**src/rtl/booth_pkg.sv**
```systemverilog
// rtl/booth_pkg.sv - shared types and widths for the Booth result collector
package booth_pkg;

  localparam int HALF_W_C = 6;
  localparam int PROD_W_C = 12;

  typedef enum logic {
    IDLE,
    BEAT1
  } coll_state_t;

  typedef logic signed [PROD_W_C-1:0] prod_t;

endpackage

```
**src/rtl/result_fifo.sv**
```systemverilog
// rtl/result_fifo.sv - synchronous product FIFO with registered head and occupancy count
module result_fifo
  import booth_pkg::*;
#(
  parameter int WIDTH = PROD_W_C,
  parameter int DEPTH = 4
) (
  input  logic                     clk,
  input  logic                     rst,
  input  logic                     push,
  input  logic [WIDTH-1:0]         push_data,
  input  logic                     pop,
  output logic                     accepted,
  output logic [WIDTH-1:0]         head,
  output logic                     valid,
  output logic [$clog2(DEPTH):0]   count
);

  localparam int PW = $clog2(DEPTH);
  localparam int CW = $clog2(DEPTH) + 1;

  logic [WIDTH-1:0] mem [DEPTH];
  logic [PW-1:0]    rd_ptr_q, rd_ptr_d;
  logic [PW-1:0]    wr_ptr_q, wr_ptr_d;
  logic [CW-1:0]    count_q, count_d;
  logic [WIDTH-1:0] head_q, head_d;
  logic             do_pop;
  logic             do_push;

  // Qualify push/pop, advance pointers and work out the next head value.
  // A pop frees the head slot first, so a push into a full FIFO still lands.
  always_comb begin
    do_pop   = pop && (count_q != '0);
    do_push  = push && ((count_q != CW'(DEPTH)) || do_pop);
    rd_ptr_d = do_pop  ? rd_ptr_q + PW'(1) : rd_ptr_q;
    wr_ptr_d = do_push ? wr_ptr_q + PW'(1) : wr_ptr_q;
    count_d  = count_q;
    case ({do_push, do_pop})
      2'b10:   count_d = count_q + CW'(1);
      2'b01:   count_d = count_q - CW'(1);
      default: count_d = count_q;
    endcase
    // head holds its last value once the FIFO drains
    head_d = head_q;
    if (count_d != '0) begin
      if (do_push && (wr_ptr_q == rd_ptr_d)) begin
        head_d = push_data;
      end else begin
        head_d = mem[rd_ptr_d];
      end
    end
  end

  // Pointer, occupancy and registered head state.
  always_ff @(posedge clk) begin
    if (rst) begin
      rd_ptr_q <= '0;
      wr_ptr_q <= '0;
      count_q  <= '0;
      head_q   <= '0;
    end else begin
      rd_ptr_q <= rd_ptr_d;
      wr_ptr_q <= wr_ptr_d;
      count_q  <= count_d;
      head_q   <= head_d;
    end
  end

  // Storage array; contents are only read once written, so no reset needed.
  always_ff @(posedge clk) begin
    if (do_push) begin
      mem[wr_ptr_q] <= push_data;
    end
  end

  assign accepted = do_push;
  assign head     = head_q;
  assign valid    = (count_q != '0);
  assign count    = count_q;

endmodule

```
**src/rtl/booth_result_collector.sv**
```systemverilog
// rtl/booth_result_collector.sv - reassembles two-beat Booth products into a FIFO; BOOTH_ACCUM_EN adds an accumulator
module booth_result_collector
  import booth_pkg::*;
#(
  parameter int HALF_W   = HALF_W_C,
  parameter int DEPTH    = 4,
  parameter int HI_FIRST = 1,
  parameter int ACC_W    = 20
) (
  input  logic                     clk,
  input  logic                     rst,
  input  logic [HALF_W-1:0]        inbus,
  input  logic                     ready,
  output logic [2*HALF_W-1:0]      prod_data,
  output logic                     prod_valid,
  input  logic                     prod_ack,
  output logic                     mult_hold,
  output logic                     overflow,
`ifdef BOOTH_ACCUM_EN
  input  logic                     acc_clr,
  output logic [ACC_W-1:0]         acc_out,
`endif
  output logic [$clog2(DEPTH):0]   count
);

  localparam int PROD_W = 2 * HALF_W;

  coll_state_t       state_q, state_d;
  logic [HALF_W-1:0] beat0_q;
  logic              beat0_en;
  logic              push;
  logic [PROD_W-1:0] push_data;
  logic              accepted;
  logic              overflow_q;
  int                free_slots;

  // Capture FSM: strobe latches beat0, the following cycle always supplies beat1.
  always_ff @(posedge clk) begin
    if (rst) begin
      state_q <= IDLE;
      beat0_q <= '0;
    end else begin
      state_q <= state_d;
      if (beat0_en) begin
        beat0_q <= inbus;
      end
    end
  end

  // Next state and product assembly; ready is ignored while in BEAT1.
  always_comb begin
    state_d   = state_q;
    beat0_en  = 1'b0;
    push      = 1'b0;
    push_data = '0;
    case (state_q)
      IDLE: begin
        if (ready) begin
          beat0_en = 1'b1;
          state_d  = BEAT1;
        end
      end
      BEAT1: begin
        push    = 1'b1;
        state_d = IDLE;
        if (HI_FIRST != 0) begin
          push_data = {beat0_q, inbus};
        end else begin
          push_data = {inbus, beat0_q};
        end
      end
      default: state_d = IDLE;
    endcase
  end

  result_fifo #(
    .WIDTH (PROD_W),
    .DEPTH (DEPTH)
  ) u_fifo (
    .clk       (clk),
    .rst       (rst),
    .push      (push),
    .push_data (push_data),
    .pop       (prod_ack),
    .accepted  (accepted),
    .head      (prod_data),
    .valid     (prod_valid),
    .count     (count)
  );

  // Hold the sequencer once at most one slot remains, counting a product mid-capture.
  always_comb begin
    free_slots = DEPTH - int'(count) - ((state_q == BEAT1) ? 1 : 0);
    mult_hold  = (free_slots <= 1);
  end

  // Sticky drop flag, cleared only by reset.
  always_ff @(posedge clk) begin
    if (rst) begin
      overflow_q <= 1'b0;
    end else if (push && !accepted) begin
      overflow_q <= 1'b1;
    end
  end

  assign overflow = overflow_q;

`ifdef BOOTH_ACCUM_EN
  logic [ACC_W-1:0] acc_q;

  // Running sum of accepted products; clear wins over a same-cycle add.
  always_ff @(posedge clk) begin
    if (rst || acc_clr) begin
      acc_q <= '0;
    end else if (accepted) begin
      acc_q <= acc_q + {{(ACC_W-PROD_W){push_data[PROD_W-1]}}, push_data};
    end
  end

  assign acc_out = acc_q;
`endif

endmodule

```
**config.mk**
```make
export PLATFORM = sky130hd
export DESIGN_NAME = booth_result_collector
export DESIGN_NICKNAME = d
export VERILOG_FILES = /design/src/rtl/booth_pkg.sv /design/src/rtl/result_fifo.sv /design/src/rtl/booth_result_collector.sv
export SDC_FILE = /design/constraint.sdc
export NUM_CORES = 1
export LEC_CHECK = 0
export ABC_AREA = 1
export CAP_MARGIN = 20
export CORE_UTILIZATION = 41
export CTS_BUF_LIST = sky130_fd_sc_hd__clkbuf_4 sky130_fd_sc_hd__clkbuf_8 sky130_fd_sc_hd__clkbuf_16
export DETAILED_ROUTE_END_ITERATION = 7
export PLACE_DENSITY = 0.56
export SYNTH_ARGS = -nofsm -noshare
export SYNTH_HDL_FRONTEND = slang
export SYNTH_SLANG_ARGS = --single-unit
```
**constraint.sdc**
```tcl
create_clock -name clk -period 5.2 [get_ports clk]
set_input_delay 1.04 -clock clk [delete_from_list [all_inputs] [get_ports clk]]
set_output_delay 1.04 -clock clk [all_outputs]
set_load 0.01 [all_outputs]
```
==> impl_metrics.json, run 1 <==
{
  "outcome": "finished, final reports clean",
  "wl_mm": 7.30,
  "root_buffer": "clkbuf_8",
  "period_share": 0.712,
  "finalClockSkew_ns": 0.00764,
  "critPathCaptureType": "flip-flop",
  "hold_path.class": "reg2reg",
  "synth.most_common_cell": "nand2_1",
  "clock_path_buffers": 2,
  "grt_overflow": 0,
  "wl_per_cell_microns": 14.0,
  "syn-num-nets": 401,
  "yosysSeqAreaShare": 0.577,
  "power_frac_seq": 0.369,
  "drive_gt1_frac": 0.0817,
  "hold_viol": 0,
  "cts_setup_buffers": 0,
  "drc": 0,
  "p_per_area_mw_per_mm2": 505,
  "crit_chain": "clkdlybuf4s50_1, nand2_2, a21oi_4, inv_1, ha_1, inv_2, fa_1, nand2_1, o21ai_1, inv_1, nor2_1, nand2_1, nand3_1, nand2_1, inv_1",
  "cp-start-kind": "primary input",
  "rsz0062_at_grt": "no",
  "die_y_microns": 93.5,
  "max-vdd-ir-drop_v": 0.000327,
  "fin_setup_tns_ns": 0,
  "vias": 2420,
  "synth_ff_type": "edfxtp_1",
  "synth_top_cell_by_area": "edfxtp_1",
  "p_int_w": 0.00125,
  "start_util": 0.420,
  "clock_power_share": 0.220,
  "clock.fmax_mhz": 270,
  "io_pins": 28,
  "cts_hold_buf": 0,
  "n_antenna_cell": 0,
  "synthTopCellsByArea": "edfxtp_1 (42%), dfxtp_1 (16%), nand2_1 (9.7%)",
  "slew_viol_final": 0,
  "place_congestion": 0.813,
  "die_area_sq_mm": 0.00874,
  "core_area_sq_mm": 0.00818,
  "die_w_microns": 93.5,
  "synthesis.area_sq_mm": 0.00343,
  "yosys_warnings": 0,
  "drtAntennaViolNets": 0,
  "synth_enable_flop_cells": 48,
  "initialDrtViolationCount": 109,
  "placed_area_sq_mm": 0.00378,
  "cts.clk_slew.worst_paths_ns": 0.08,
  "ys_ff_latch": 75,
  "dp.final_hpwl_mm": 4.84,
  "setup_viol": 0,
  "clk_latency_ns": 0.34,
  "fin_area_sq_mm": 0.00399,
  "portBuffers": 27,
  "grt_pass1_wl_mm": 12.3,
  "path_max_fanout": 23,
  "synthArstFlopShare": 0,
  "slew_headroom": 0.522,
  "cts_resized": 0,
  "critPathKind": "in2reg",
  "p_switching_w": 0.000764,
  "dr.pass1.iters": 4,
  "synth_common_cells": "nand2_1 (89), inv_1 (58), nor2_1 (51)",
  "cts_buffers": 9,
  "worst_path_max_delay_cell": "clkdlybuf4s50_1",
  "routed_via_density": 4.64,
  "cts_max_level": 3,
  "worst_pin_slew_ns": 0.715,
  "cp.arrival_ns": 3.95,
  "grt_start_max_net_pins": 32,
  "cts_sinks": 75,
  "avgSynthCellArea_sq_um": 9.03,
  "synth.distinct_cells": 22,
  "p_comb_frac": 0.411,
  "syn_to_final_growth_pct": 16.3,
  "grt_pass1_vias": 2392,
  "antenna_found_initial": 0,
  "synth_top_cell_area_share": 0.420,
  "crit_required_ns": 5.45,
  "final_nets": 432,
  "syn_inst": 380,
  "fill_cells": 802,
  "cts_tree": "built",
  "power_w": 0.00202,
  "switching_share": 0.379,
  "leakagePower_nw": 1.78,
  "drv_cap": 0,
  "cpPeakStageDelay_ns": 0.56,
  "min_period_ns": 3.70,
  "rows": 33,
  "grt_usage": 0.190
}
through the flow:
step	util	setup WS, ns	std cells	hold WS, ns
CTS	0.487	1.51	520	0.461
finish	0.488	1.50	521	0.455
detailed placement	0.463	1.16	504	0.448
floorplan	-	2.28	380	0.455
global route	0.488	1.21	521	0.479
global placement	0.463	1.27	504	0.450
layout make-up:
class	count	area (sq um)	share of cell area
sequential	75	1980	0.496
timing repair buffer	33	323	0.0809
clock buffer	10	131	0.0329
clock inverter	6	65.1	0.0163
inverter	63	236	0.0592
multi-input combinational	229	1120	0.281
tap	105	131	0.0329
cells by family (layout without fill, tap and decap cells):
family / count (synthesis) / in the layout / synth area share
AOI/OAI and AO/OA: 39 / 39 / 0.0689
DFF: 75 / 75 / 0.577
xor gates and xnor gates: 2 / 2 / 0.00510
buffers and inverters: 76 / 112 / 0.0952
adders and majority gates: 11 / 11 / 0.0423
and+or+nand+nor: 177 / 177 / 0.211
final timing paths:
check / depth (start not counted) / from / to / slack [ns]
hold / removal: 2 / overflow / overflow / 0.45
hold reg to reg: 2 / overflow / overflow / 0.45
setup / recovery: 15 / prod_ack / u_fifo.head[6] / 1.50
setup reg to reg: 18 / u_fifo.count[0] / u_fifo.head[6] / 1.76
sequential cells by signal (all words and copies together), names as in the netlist:
name and cells:
u_fifo.count 3, state_q 1, overflow 1, u_fifo.wr_ptr_q 2
beat0_q 6, u_fifo.rd_ptr_q 2, u_fifo.mem 48, u_fifo.head 12
critical path, delay by kind of cell:
family,cells,cell delay (ns)
AND/OR/NAND/NOR,6,1.13
buffers and inverters,5,0.86
adder cells (fa/ha/maj),2,0.65
AO/OA/AOI/OAI,2,0.26
layout by cell type, fill, tap and decap left out, types with 2 or more instances in the layout:
master / netlist / final
edfxtp_1: 48 / 48
clkbuf_8: 0 / 9
inv_2: 5 / 5
buf_4: 0 / 5
o211ai_1: 12 / 12
dfxtp_1: 27 / 27
a21oi_1: 5 / 5
ha_1: 10 / 10
nand4_1: 2 / 2
o21ai_0: 15 / 15
clkinv_2: 0 / 2
nand2_2: 5 / 5
nand2_1: 89 / 89
o21ai_1: 6 / 6
nand3_1: 29 / 29
clkdlybuf4s50_1: 0 / 27
nor2_1: 51 / 51
inv_1: 58 / 58
routing by layer:
| metal | up-vias | routed length [microns] | GRT usage |
|---|---|---|---|
| met2 | 42 | 3350 | 0.311 |
| li1 | 1278 | - | - |
| met1 | 1091 | 3560 | 0.251 |
| met3 | 9 | 292 | 0.0358 |
| met5 | - | 0 | 0 |
| met4 | 0 | 97 | 0.0718 |
power by group through the flow:
stage	combinational [W]	sequential, W	clock (W)
detailed placement	0.000828	0.000756	0
global route	0.000967	0.000752	0.000481
finish	0.000829	0.000744	0.000445
CTS	0.000834	0.000744	0.000453
floorplan	0.000586	0.000765	0
global placement	0.000812	0.000757	0
Power figures use the tool's default switching activity.
==> inputs of run 2 (changes only) <==
- clock period: 5.2 -> 3.8 ns (I/O delays scaled with it)
==> impl_metrics.json, run 2 (same netlist as run 1, synthesis figures left out) <==
{
  "critPathKind": "reg2reg",
  "grt_overflow": 0,
  "cts_sinks": 75,
  "wl_mm": 7.26,
  "clock_path_buffers": 2,
  "critPathCaptureType": "flip-flop",
  "setup_viol": 0,
  "crit_chain": "inv_1, ha_1, ha_1, inv_2, nand2_2, a21oi_4, inv_1, ha_1, inv_2, fa_1, nand2_1, o21ai_1, inv_1, nor2_1, nand2_1, buf_4, o21ai_1, nor2_1, nor2_1",
  "largest_reg_flops": 48,
  "wl_per_cell_microns": 13.8,
  "crit_buf_inv": 6,
  "drc": 0,
  "final_nets": 435,
  "grt_pass1_vias": 2444,
  "p_comb_frac": 0.407,
  "slew_viol_final": 0,
  "drtAntennaViolNets": 0,
  "fin_setup_tns_ns": 0,
  "hold_viol": 0,
  "antenna_found_initial": 0,
  "cp.arrival_ns": 3.32,
  "period_share": 0.816,
  "rsz0062_at_grt": "no",
  "hold_depth": 2,
  "cpPeakStageDelay_ns": 0.41,
  "drv_cap": 0,
  "cp-start-kind": "flip-flop",
  "dp.final_hpwl_mm": 4.95,
  "cts.clk_slew.worst_paths_ns": 0.08,
  "clock.fmax_mhz": 322,
  "io_pins": 28,
  "core_area_sq_mm": 0.00818,
  "p_int_w": 0.00178,
  "top_register": "u_fifo.mem",
  "grt_usage": 0.185,
  "switching_share": 0.366,
  "vias": 2447,
  "hold_path_startpoint": "overflow",
  "fill_cells": 784,
  "reg2reg_slack_ns": 0.70,
  "drive_gt1_frac": 0.0835,
  "die_y_microns": 93.5,
  "outcome": "finished, final reports clean",
  "p_switching_w": 0.00103,
  "start_util": 0.420,
  "grt_pass1_wl_mm": 12.1,
  "syn_to_final_growth_pct": 17.2,
  "cts_max_level": 3,
  "dr.pass1.iters": 4,
  "routed_via_density": 4.67,
  "portBuffers": 27,
  "cts_setup_buffers": 0,
  "mostFrequentLayoutCells": "nand2_1 (89), inv_1 (58), nor2_1 (51)",
  "slew_headroom": 0.572,
  "cts_hold_buf": 0,
  "cts_buffers": 9,
  "max-vdd-ir-drop_v": 0.000438,
  "rows": 33,
  "cts_resized": 0,
  "leakagePower_nw": 1.80,
  "initialDrtViolationCount": 100,
  "rr_worst_depth": 19,
  "grt_start_max_net_pins": 28,
  "worst_pin_slew_ns": 0.641,
  "rr_startpoint": "u_fifo.count[0]",
  "min_period_ns": 3.10,
  "die_w_microns": 93.5,
  "crit_required_ns": 4.02,
  "reg2reg_to": "u_fifo.head[3]",
  "critPathTopFamily": "adder cells",
  "clk_latency_ns": 0.33,
  "worst_path_max_delay_cell": "fa_1",
  "cts_tree": "built",
  "utilization": 0.492,
  "power_frac_seq": 0.363,
  "final_common_cell": "nand2_1",
  "path_max_fanout": 23,
  "n_antenna_cell": 0,
  "root_buffer": "clkbuf_8",
  "finalClockSkew_ns": 0.00744,
  "min_to": "overflow",
  "hold_path.class": "reg2reg",
  "die_area_sq_mm": 0.00874,
  "p_per_area_mw_per_mm2": 698,
  "place_congestion": 0.812,
  "clock_power_share": 0.230
}
run 2: changes by cell type in the layout (fill, tap and decap cells not counted), sizes merged:
cell,previous run,this run
inv,64,63
bufinv,1,2
buf,6,9
run 2: worst register-to-register path, delay by kind of cell, from the launching register on:
kind | cells | cell delay (ns)
buf+inv | 6 | 0.72
fa+ha+maj | 4 | 1.08
flops | 1 | 0.40
simple gates | 6 | 0.45
compound gates | 3 | 0.36
run 2: stage by stage:
| stage | setup slack, ns | cells | hold slack, ns | area (sq um) | total power (W) |
|---|---|---|---|---|---|
| after floorplan | 0.920 | 380 | 0.455 | 3430 | 0.00185 |
| after global placement | 0.501 | 508 | 0.448 | 3810 | 0.00216 |
| after detailed placement | 0.401 | 508 | 0.453 | 3810 | 0.00219 |
| after CTS | 0.690 | 524 | 0.466 | 4020 | 0.00284 |
| after global routing | 0.396 | 524 | 0.494 | 4020 | 0.00305 |
| final | 0.699 | 524 | 0.459 | 4020 | 0.00281 |
run 2: area by class of cell:
type | instances | area (sq um) | area share
multi-input combinational | 229 | 1120 | 0.279
timing repair buffer | 36 | 338 | 0.0840
clock inverter | 6 | 80.1 | 0.0199
clock buffer | 10 | 131 | 0.0327
sequential | 75 | 1980 | 0.493
tap | 105 | 131 | 0.0327
inverter | 63 | 236 | 0.0588
run 2: power by group through the flow:
stage | clock network, W | logic [W] | registers [W]
2_1_floorplan | 0 | 0.000802 | 0.00105
3_3_place_gp | 0 | 0.00112 | 0.00104
3_5_place_dp | 0 | 0.00115 | 0.00103
4_1_cts | 0.000664 | 0.00116 | 0.00102
5_1_grt | 0.000697 | 0.00132 | 0.00103
6_report | 0.000647 | 0.00114 | 0.00102
run 2: layer usage:
layer	track usage	up-vias	routed length, microns
li1	-	1280	-
met3	0.0341	6	228
met2	0.308	35	3320
met1	0.245	1126	3640
met4	0.0577	0	62
met5	0	-	0
run 2: how the worst max path moves through the flow:
stage,slack (ns),end,from,cells after the start
6_report,0.70,u_fifo.head[3],u_fifo.count[0],19
3_3_place_gp,0.50,u_fifo.head[5],prod_ack,17
4_1_cts,0.69,mult_hold,state_q,5
5_1_grt,0.40,u_fifo.head[3],u_fifo.count[0],19
2_1_floorplan,0.92,u_fifo.head[10],u_fifo.count[0],19
3_5_place_dp,0.40,u_fifo.head[2],prod_ack,17
